--- src/rtl/seven_seg_pkg.sv ---
// Shared types and helpers for the 4-digit seven-segment scan driver.
package seven_seg_pkg;

    localparam int unsigned NUM_DIGITS = 4;

    typedef enum logic {
        GAP,
        ON
    } scan_state_e;

    typedef logic [1:0]                digit_idx_t;
    typedef logic [4*NUM_DIGITS-1:0]   bcd4_t;

    // Nibble of digit idx; digit 0 sits in the least significant nibble.
    function automatic logic [3:0] nibble_at(bcd4_t value, digit_idx_t idx);
        return value[{idx, 2'b00} +: 4];
    endfunction

    // Active-low one-hot enable for digit idx.
    function automatic logic [NUM_DIGITS-1:0] digit_enable_n(digit_idx_t idx);
        logic [NUM_DIGITS-1:0] en_n;
        en_n      = '1;
        en_n[idx] = 1'b0;
        return en_n;
    endfunction

    // True when digit idx is a leading zero: it and every digit above it are
    // zero. Digit 0 is never reported as a leading zero.
    function automatic logic leading_zero(bcd4_t value, digit_idx_t idx);
        logic all_zero;
        logic blank;
        all_zero = 1'b1;
        blank    = 1'b0;
        for (int unsigned d = NUM_DIGITS - 1; d >= 1; d--) begin
            all_zero = all_zero && (value[4*d +: 4] == 4'd0);
            if (digit_idx_t'(d) == idx) begin
                blank = all_zero;
            end
        end
        return blank;
    endfunction

endpackage

--- src/rtl/seven_seg_scan_driver_if.sv ---
// Valid/ready input channel carrying a packed-BCD value to the scan driver.
interface seven_seg_scan_driver_if;
    import seven_seg_pkg::*;

    bcd4_t in_data;
    logic  in_valid;
    logic  in_ready;

    modport master (
        output in_data,
        output in_valid,
        input  in_ready
    );

    modport slave (
        input  in_data,
        input  in_valid,
        output in_ready
    );

endinterface

--- src/rtl/seven_seg_refresh_timer.sv ---
// Dwell counter and digit index for the display scan. Strobes are combinational
// and mark the clock edge that closes the current cycle:
//   gap_end    - next cycle is the first ON cycle of the slot
//   slot_start - next cycle is the first cycle of a new slot (counter wraps)
//   frame_end  - slot_start while the digit-3 slot is active
module seven_seg_refresh_timer
    import seven_seg_pkg::*;
#(
    parameter int unsigned DWELL      = 100000,
    parameter int unsigned GAP_CYCLES = 16
) (
    input  logic       clk,
    input  logic       rst_n,
    output digit_idx_t idx,
    output logic       slot_start,
    output logic       gap_end,
    output logic       frame_end
);

    localparam int unsigned    CW       = $clog2(DWELL);
    localparam logic [CW-1:0]  LAST     = CW'(DWELL - 1);
    localparam logic [CW-1:0]  GAP_LAST = CW'(GAP_CYCLES - 1);

    logic [CW-1:0] count;

    // Count 0..DWELL-1 within a slot; advance the digit index on every wrap.
    always_ff @(posedge clk or negedge rst_n) begin
        if (!rst_n) begin
            count <= '0;
            idx   <= '0;
        end else if (count == LAST) begin
            count <= '0;
            idx   <= idx + 1'b1;
        end else begin
            count <= count + 1'b1;
        end
    end

    assign slot_start = (count == LAST);
    assign gap_end    = (count == GAP_LAST);
    assign frame_end  = slot_start && (idx == digit_idx_t'(NUM_DIGITS - 1));

endmodule

--- src/rtl/seven_seg_scan_driver.sv ---
// Time-multiplexes a 4-digit packed-BCD value onto a common-segment display.
// New values arrive over a valid/ready channel, wait in a one-entry pending
// register and are swapped onto the display only at frame boundaries, so a
// frame never mixes old and new digits. Each digit slot opens with a blanking
// gap; bcd_out changes at slot start and is stable for the whole ON period.
// Optional build macro SEVEN_SEG_LZ_BLANK_EN enables leading-zero blanking.
module seven_seg_scan_driver
    import seven_seg_pkg::*;
#(
    parameter int unsigned CLK_HZ     = 100000000,
    parameter int unsigned DIGIT_HZ   = 1000,
    parameter int unsigned GAP_CYCLES = 16
) (
    input  logic                  clk,
    input  logic                  rst_n,
    seven_seg_scan_driver_if.slave host,
    output logic [3:0]            bcd_out,
    output logic [NUM_DIGITS-1:0] digit_n,
    output logic                  frame_done
);

    localparam int unsigned DWELL = CLK_HZ / DIGIT_HZ;

    // A gap of at least one cycle keeps the reset state (GAP, all digits off)
    // consistent with a counter value of zero.
    if (GAP_CYCLES < 1 || DWELL < GAP_CYCLES + 2) begin : g_bad_timing
        $error("seven_seg_scan_driver: need DWELL >= GAP_CYCLES+2 and GAP_CYCLES >= 1");
    end

    scan_state_e           state;
    scan_state_e           state_next;
    logic [NUM_DIGITS-1:0] digit_n_next;

    bcd4_t      display;
    bcd4_t      display_next;
    bcd4_t      pending;
    logic       pending_full;
    logic       accept;
    logic       swap;
    logic       blank;

    digit_idx_t idx;
    digit_idx_t idx_following;
    logic       slot_start;
    logic       gap_end;
    logic       frame_end;

    seven_seg_refresh_timer #(
        .DWELL      (DWELL),
        .GAP_CYCLES (GAP_CYCLES)
    ) u_timer (
        .clk        (clk),
        .rst_n      (rst_n),
        .idx        (idx),
        .slot_start (slot_start),
        .gap_end    (gap_end),
        .frame_end  (frame_end)
    );

    assign accept        = host.in_valid && host.in_ready;
    assign swap          = frame_end && pending_full;
    assign display_next  = swap ? pending : display;
    assign idx_following = idx + 1'b1;

`ifdef SEVEN_SEG_LZ_BLANK_EN
    // Display only changes at frame boundaries, so sampling it at the end of
    // the gap matches the value in force at slot start.
    assign blank = leading_zero(display, idx);
`else
    assign blank = 1'b0;
`endif

    // Scan state register and registered digit enables.
    always_ff @(posedge clk or negedge rst_n) begin
        if (!rst_n) begin
            state   <= GAP;
            digit_n <= '1;
        end else begin
            state   <= state_next;
            digit_n <= digit_n_next;
        end
    end

    // Next scan state and digit enables: light the digit when the gap ends,
    // turn everything off when the slot wraps.
    always_comb begin
        state_next   = state;
        digit_n_next = digit_n;
        unique case (state)
            GAP: begin
                if (gap_end) begin
                    state_next   = ON;
                    digit_n_next = blank ? '1 : digit_enable_n(idx);
                end
            end
            ON: begin
                if (slot_start) begin
                    state_next   = GAP;
                    digit_n_next = '1;
                end
            end
        endcase
    end

    // Input handshake, pending slot and display register.
    // in_ready follows pending_full one cycle late, except that an accept
    // drops it immediately; accept (pending empty) and swap (pending full)
    // can therefore never coincide.
    always_ff @(posedge clk or negedge rst_n) begin
        if (!rst_n) begin
            display       <= '0;
            pending       <= '0;
            pending_full  <= 1'b0;
            host.in_ready <= 1'b1;
        end else begin
            display <= display_next;
            if (accept) begin
                pending      <= host.in_data;
                pending_full <= 1'b1;
            end else if (swap) begin
                pending_full <= 1'b0;
            end
            host.in_ready <= accept ? 1'b0 : !pending_full;
        end
    end

    // Load the next slot's nibble at slot start and flag the end of a frame.
    always_ff @(posedge clk or negedge rst_n) begin
        if (!rst_n) begin
            bcd_out    <= '0;
            frame_done <= 1'b0;
        end else begin
            if (slot_start) begin
                bcd_out <= nibble_at(display_next, idx_following);
            end
            frame_done <= frame_end;
        end
    end

endmodule

--- src/flat_wrapper.sv ---
// flat-port wrapper written by rule: the top's interface ports become plain ports
module seven_seg_scan_driver_flat import seven_seg_pkg::*;
#(
    parameter int unsigned CLK_HZ     = 100000000,
    parameter int unsigned DIGIT_HZ   = 1000,
    parameter int unsigned GAP_CYCLES = 16
)
  (clk, rst_n, bcd_out, digit_n, frame_done, host_in_data, host_in_valid, host_in_ready);
  seven_seg_scan_driver_if host_i ();
  input  logic clk;
  input  logic rst_n;
  output logic [3:0] bcd_out;
  output logic [NUM_DIGITS-1:0] digit_n;
  output logic frame_done;
  input wire logic [$bits(host_i.in_data)-1:0] host_in_data;
  input wire logic [$bits(host_i.in_valid)-1:0] host_in_valid;
  output wire logic [$bits(host_i.in_ready)-1:0] host_in_ready;
  assign host_i.in_data = host_in_data;
  assign host_i.in_valid = host_in_valid;
  assign host_in_ready = host_i.in_ready;
  seven_seg_scan_driver #(.CLK_HZ(CLK_HZ), .DIGIT_HZ(DIGIT_HZ), .GAP_CYCLES(GAP_CYCLES)) u_core (.clk(clk), .rst_n(rst_n), .host(host_i), .bcd_out(bcd_out), .digit_n(digit_n), .frame_done(frame_done));
endmodule
--- config.mk ---
export PLATFORM = sky130hd
export DESIGN_NAME = seven_seg_scan_driver_flat
export DESIGN_NICKNAME = d
export VERILOG_FILES = /design/src/rtl/seven_seg_pkg.sv /design/src/rtl/seven_seg_scan_driver_if.sv /design/src/rtl/seven_seg_refresh_timer.sv /design/src/rtl/seven_seg_scan_driver.sv /design/src/flat_wrapper.sv
export SDC_FILE = /design/constraint.sdc
export NUM_CORES = 1
export LEC_CHECK = 0
export CELL_PAD_IN_SITES_DETAIL_PLACEMENT = 0
export CELL_PAD_IN_SITES_GLOBAL_PLACEMENT = 2
export CORE_MARGIN = 2
export CORE_UTILIZATION = 38
export CTS_CLUSTER_SIZE = 20
export DETAILED_ROUTE_END_ITERATION = 7
export PLACE_DENSITY_LB_ADDON = 0.1
export SLEW_MARGIN = 15
export SYNTH_ARGS = -nofsm -noshare
export SYNTH_HDL_FRONTEND = slang
export SYNTH_SLANG_ARGS = --single-unit
--- constraint.sdc ---
create_clock -name clk -period 2.4 [get_ports clk]
set_clock_uncertainty 0.05 [all_clocks]
set_input_delay 0.36 -clock clk [delete_from_list [all_inputs] [get_ports clk]]
set_output_delay 0.36 -clock clk [all_outputs]
set_load 0.005 [all_outputs]
# --- After elaboration in Yosys (flattened, before gate mapping) ---
# Index checks and enable logic that the tools add are counted.
totals:
  ff_bits: 63
  input_bits: 19
  out_inout_bits: 10
classes:
  addsub: 2
  magnitude_cmp: 2
  n_eq_ne: 5
  shift: 1
  muxes: 13
  bitwise_logic: 2
  n_reduce_logical: 7
ops:
  columns: ["operator", "count"]
  rows:
  - ["17-bit by 1-bit adder with 17-bit output, second input constant", 1]
  - ["17-bit equality test, second input constant", 1]
  - ["17-bit by 4-bit equality test with 1-bit output, second input constant", 1]
  - ["17-bit 2-to-1 mux", 1]
  - ["16-bit 2-to-1 mux", 1]
  - ["16-bit by 5-bit indexed part select with 4-bit output", 1]
  - ["4-bit 2-to-1 mux", 2]
  - ["4-bit one-hot mux with 2 select lines", 1]
  - ["1-bit 2-to-1 mux", 6]
  - ["1-bit logical AND", 4]
  - ["4-bit inverter", 1]
  - ["2-bit by 3-bit less-than comparator with 1-bit output, second input constant", 1]
  - ["2-bit by 1-bit adder with 2-bit output, second input constant", 1]
  - ["1-bit demux with 2-bit select", 1]
  - ["2-bit equality test, second input constant", 1]
  - ["2-bit by 1-bit >= comparator with 1-bit output, second input constant", 1]
  - ["2-bit by 1-bit != test with 1-bit output, second input constant", 1]
  - ["2-bit != test, second input constant", 1]
  - ["1-bit one-hot mux with 2 select lines", 1]
  - ["2-bit AND reduction", 1]
  - ["2-bit nonzero test", 1]
  - ["1-bit logical NOT", 1]
  - ["1-bit inverter", 1]

# --- Depth between registers and ports, before layout ---
depth:
  word_depth: 7
  depth_mapped: 8

# --- Cells and area by module ---
# From an unflattened synthesis, not the netlist that was laid out.
unflattened:
  cells_unflattened: 192
  area_unflattened_um2: 2752.6
by_module_without_submodules:
  columns: ["mod", "n_inst", "cells_each", "area_each_um2", "seq_area_each_um2"]
  rows:
  - ["seven_seg_scan_driver", 1, 112, 1843.0, 1107.3]
  - ["seven_seg_refresh_timer", 1, 80, 909.6, 475.5]

# --- Least setup slack after synthesis ---
# OpenSTA, ideal clock, no wires.
synth_timing:
  path_type: "reg2reg"
  start: "register u_core.u_timer.count[0]"
  end: "register u_core.bcd_out[3]"
  setup_ns: 0.087
  t_arrival_ns: 1.890
  required_ns: 2.263
  setup_slack_ns: 0.374
  stages_incl_launch_ff: 7
  n_path_buf: 0
  period_less_slack_ns: 2.026
  path_cell_list: "dfrtp_1 -> ha_1 -> nand3_2 -> nor3_4 -> nand4_4 -> mux4_2 -> o211ai_1"
synth_via:
  elab_chain_len: 5
synth_lines:
  columns: ["item", "line", "text"]
  rows:
  - ["start, declared", "seven_seg_refresh_timer.sv:24", "logic [CW-1:0] count;"]
  - ["start signal, assigned", "seven_seg_refresh_timer.sv:35", "count <= count + 1'b1;"]
  - ["17-bit equality test (*)", "seven_seg_refresh_timer.sv:39", "assign slot_start = (count == LAST);"]
  - ["1-bit logical AND", "seven_seg_refresh_timer.sv:41", "assign frame_end = slot_start && (idx == digit_idx_t'(NUM_DIGITS - 1));"]
  - ["1-bit logical AND", "seven_seg_scan_driver.sv:61", "assign swap = frame_end && pending_full;"]
  - ["16-bit 2-to-1 mux", "seven_seg_scan_driver.sv:62", "assign display_next = swap ? pending : display;"]
  - ["16-bit by 5-bit indexed part select with 4-bit output", "seven_seg_pkg.sv:16", "return value[{idx, 2'b00} +: 4];"]
  - ["end signal, assigned", "seven_seg_scan_driver.sv:134", "bcd_out <= nibble_at(display_next, idx_following);"]
  - ["end, declared", "seven_seg_scan_driver.sv:17", "output logic [3:0] bcd_out,"]
# Every way passes the cells marked *; elsewhere a longest branch is shown, timed or not.
# A chain may end at the register's enable or synchronous reset.

# --- Worst setup path in the final report ---
layout_timing:
  start: "register u_core.u_timer.count[11]"
  end: "register u_core.bcd_out[3]"
# Same word-level chain as after synthesis.

==> run summary <==
Clk Latency, worst-skew pair: 330 ps
WP data arrival: 2370 ps
CTS Buf Count: 9
Share of layout cells above drive strength 1: 22.01%
Global route overflow: 0
Gr usage total: 15.87%
Highest clock rate: 460.9 MHz
# DRC: 0
Slew @ Worst Pin: 395.0 ps
Fin nets: 328
Yosys cell types: 35
Die W: 91.78 um
Via density: 4.878
Final WL: 6020 um
Synth Warn #: 0
H-tree Lvls: 3
Ports: 29
Clk slew on worst S/H paths: 70 ps
Combinational share of power: 3.8%
Yosys top cell area share: 49.57%
Via count: 2005
Fin crit period: 2170 ps
Setup WS post-layout: 230.5 ps
Syn Inst Count: 260
Starting Density: 38.49%
Switching power: 0.4355 mW
Worst R2R Path Depth: 5
Seq pwr share: 54.8%
Post-synth EDFFs: 0
RSZ-0062 raised after global routing: no
Post-place setup slack: 227.2 ps
First-pass GRT wire length: 10290 um
Filler cell count: 750
Final hold violation count: 0
Data required time of the worst path: 2610 ps
Clk root buf: clkbuf_8
Leak Pwr: 1.592 nW
Critical path's largest stage delay: 510 ps
Total negative slack: 0 ps
Max clock buf depth: 2
Max Cap Viol: 0
Router iterations before antenna repair: 4
Top_reg_cell synth: dfrtp_1
DP Cell Count: 394
Outcome: completed
Power density cells: 552.8 nW/um2
Dpl hpwl: 4401 um
Vias in the first global route: 2065
Critical-path top delay cell: mux4_2
VDD IR max: 0.0004781 V
Initial DRC Count: 96
Syn Area/Cell: 11.26 um2
Worst rel slew slack: 73.67%
Crit start category: register
Most frequent cells after synthesis: 58 x dfrtp_1, 37 x nand2_1, 24 x mux2_2
Synthesized net count: 284
Leading area contributor after synthesis: dfrtp_1
Gpl congestion: 0.7760
Initial antenna violation count: 0
Height of the die: 91.78 um
DR WL/cell: 14.65 um
Ys async rst share: 100.0%
Worst path cell trace: nor4_4, and2_2, nand4_4, mux4_2, o211ai_1
Area Growth Syn to Fin: 22.26%
Clock Sinks: 63
IO Port Bufs: 28
Top-count cell post-synth: dfrtp_1
Crit path kind: reg -> reg
Synth Register Bits: 63
Post-route ant nets: 0
Die ar.: 8423 um2
CTS tree: done
Design Power: 1.979 mW
Core area: 7607 um2
Finished Layout Cells: 411
Tcrit/Tclk final: 90.40%
Postcts setup bufs: 0
Clock group share of total power: 41.3%
Final setup violation count: 0
Setup crit end kind: register
Switching Fraction: 22.01%
Min-Delay Path Class: in -> async
Top area cells in the synthesized netlist: dfrtp_1 50%, mux2_2 9.2%, nand2_1 4.7%, dfstp_2 4.5%, mux4_2 3.1%
Final Max Slew Viols: 0
Largest net degree at the start of global routing: 35
Number of diodes: 0
# rows: 32
Internal power: 1.543 mW
Post-Syn Area: 2928 um2
Worst-path fanout max: 17
Post-synthesis sequential area ratio: 54.06%
==> worst paths after layout <==
| path | start | endpoint | slack, ps |
|---|---|---|---|
| max | u_core.u_timer.count[11] | u_core.bcd_out[3] | 230 |
| min | rst_n | u_core.u_timer.count[5] | 430 |
| max reg2reg | u_core.u_timer.count[11] | u_core.bcd_out[3] | 230 |
| min reg2reg | u_core.display[1] | u_core.display[1] | 430 |
| max in group asynchronous | rst_n | u_core.host.in_ready | 1260 |
| min in group clk | u_core.display[1] | u_core.display[1] | 430 |
==> power by group through the flow <==
stage	combinational, mW	clock, mW	sequential (mW)
floorplan	0.0184	0	1.10
global placement	0.0777	0	1.10
detailed placement	0.0778	0	1.10
CTS	0.0795	0.855	1.08
global route	0.0851	0.897	1.09
finish	0.0759	0.818	1.08
==> state kept, by name (all words and copies together), names as in the netlist <==
name / count
u_core.u_timer.count: 17
u_core.display: 16
u_core.pending: 16
u_core.bcd_out: 4
u_core.digit_n: 4
u_core.u_timer.idx: 2
u_core.frame_done: 1
u_core.host.in_ready: 1
u_core.pending_full: 1
u_core.state: 1
==> placed cells by master, fill, tap and decap left out, types with 2 or more instances in the layout <==
cell / n
and3_1: 8
and4_1: 4
nand4_1: 2
or3_1: 2
a22oi_1: 4
o21ai_0: 15
a21oi_1: 5
clkinv_2: 4
nand2_1: 37
a211oi_1: 4
dfrtp_1: 58
dfstp_2: 5
mux4_2: 4
ha_1: 5
inv_1: 18
nand3_1: 6
nor2_1: 14
o211ai_1: 4
clkdlybuf4s50_1: 27
nand3_2: 2
xnor2_1: 9
xor2_1: 6
buf_4: 9
clkbuf_8: 11
mux2_2: 24
nor3_1: 6
a21o_1: 2
==> area by class of cell <==
cell class / instances / area, um2 / area share [%]
clock buffer: 12 / 155.1 / 4.334
clock inverter: 4 / 20.02 / 0.5592
sequential: 63 / 1583 / 44.22
inverter: 19 / 71.32 / 1.992
multi-input combinational: 172 / 1250 / 34.92
tap: 102 / 127.6 / 3.565
timing repair buffer: 39 / 372.9 / 10.42
==> layer usage <==
metal	part of all wire, %	GRT usage, %
met1	45	19.75
met2	51	26.72
met3	3.2	5.177
met4	1.1	4.104
met5	0	0
==> critical path, delay by kind of cell (launching register included) <==
family,cells,cell delay [ps]
AO/OA/AOI/OAI,1,170
AND/OR/NAND/NOR,3,920
multiplexers,1,510
flip-flops,1,430
==> metrics by stage <==
step                instance area [um2]  hold WS [ps]  utilization (%)
floorplan                          2928         14.41                -
global placement                   3395         264.6            44.62
detailed placement                 3395         256.5            44.62
CTS                                3580         428.6            47.06
global route                       3580         439.9            47.06
finish                             3580         426.6            47.06
==> cell families (layout without fill, tap and decap cells) <==
kind of cell | after synthesis | count (layout) | share of synthesized area, %
mux | 28 | 28 | 12.31
compound gates | 34 | 34 | 7.008
flops | 63 | 63 | 54.06
fa+ha+maj | 5 | 5 | 2.137
buf+inv | 25 | 74 | 3.247
simple gates | 90 | 90 | 16.75
xor+xnor | 15 | 15 | 4.487
==> repair_timing <==
item	in CTS	in global routing
hold buffers	1	0
hold endpoints to repair	13	0
gates resized for setup	0	0
Power figures use the tool's default switching activity.
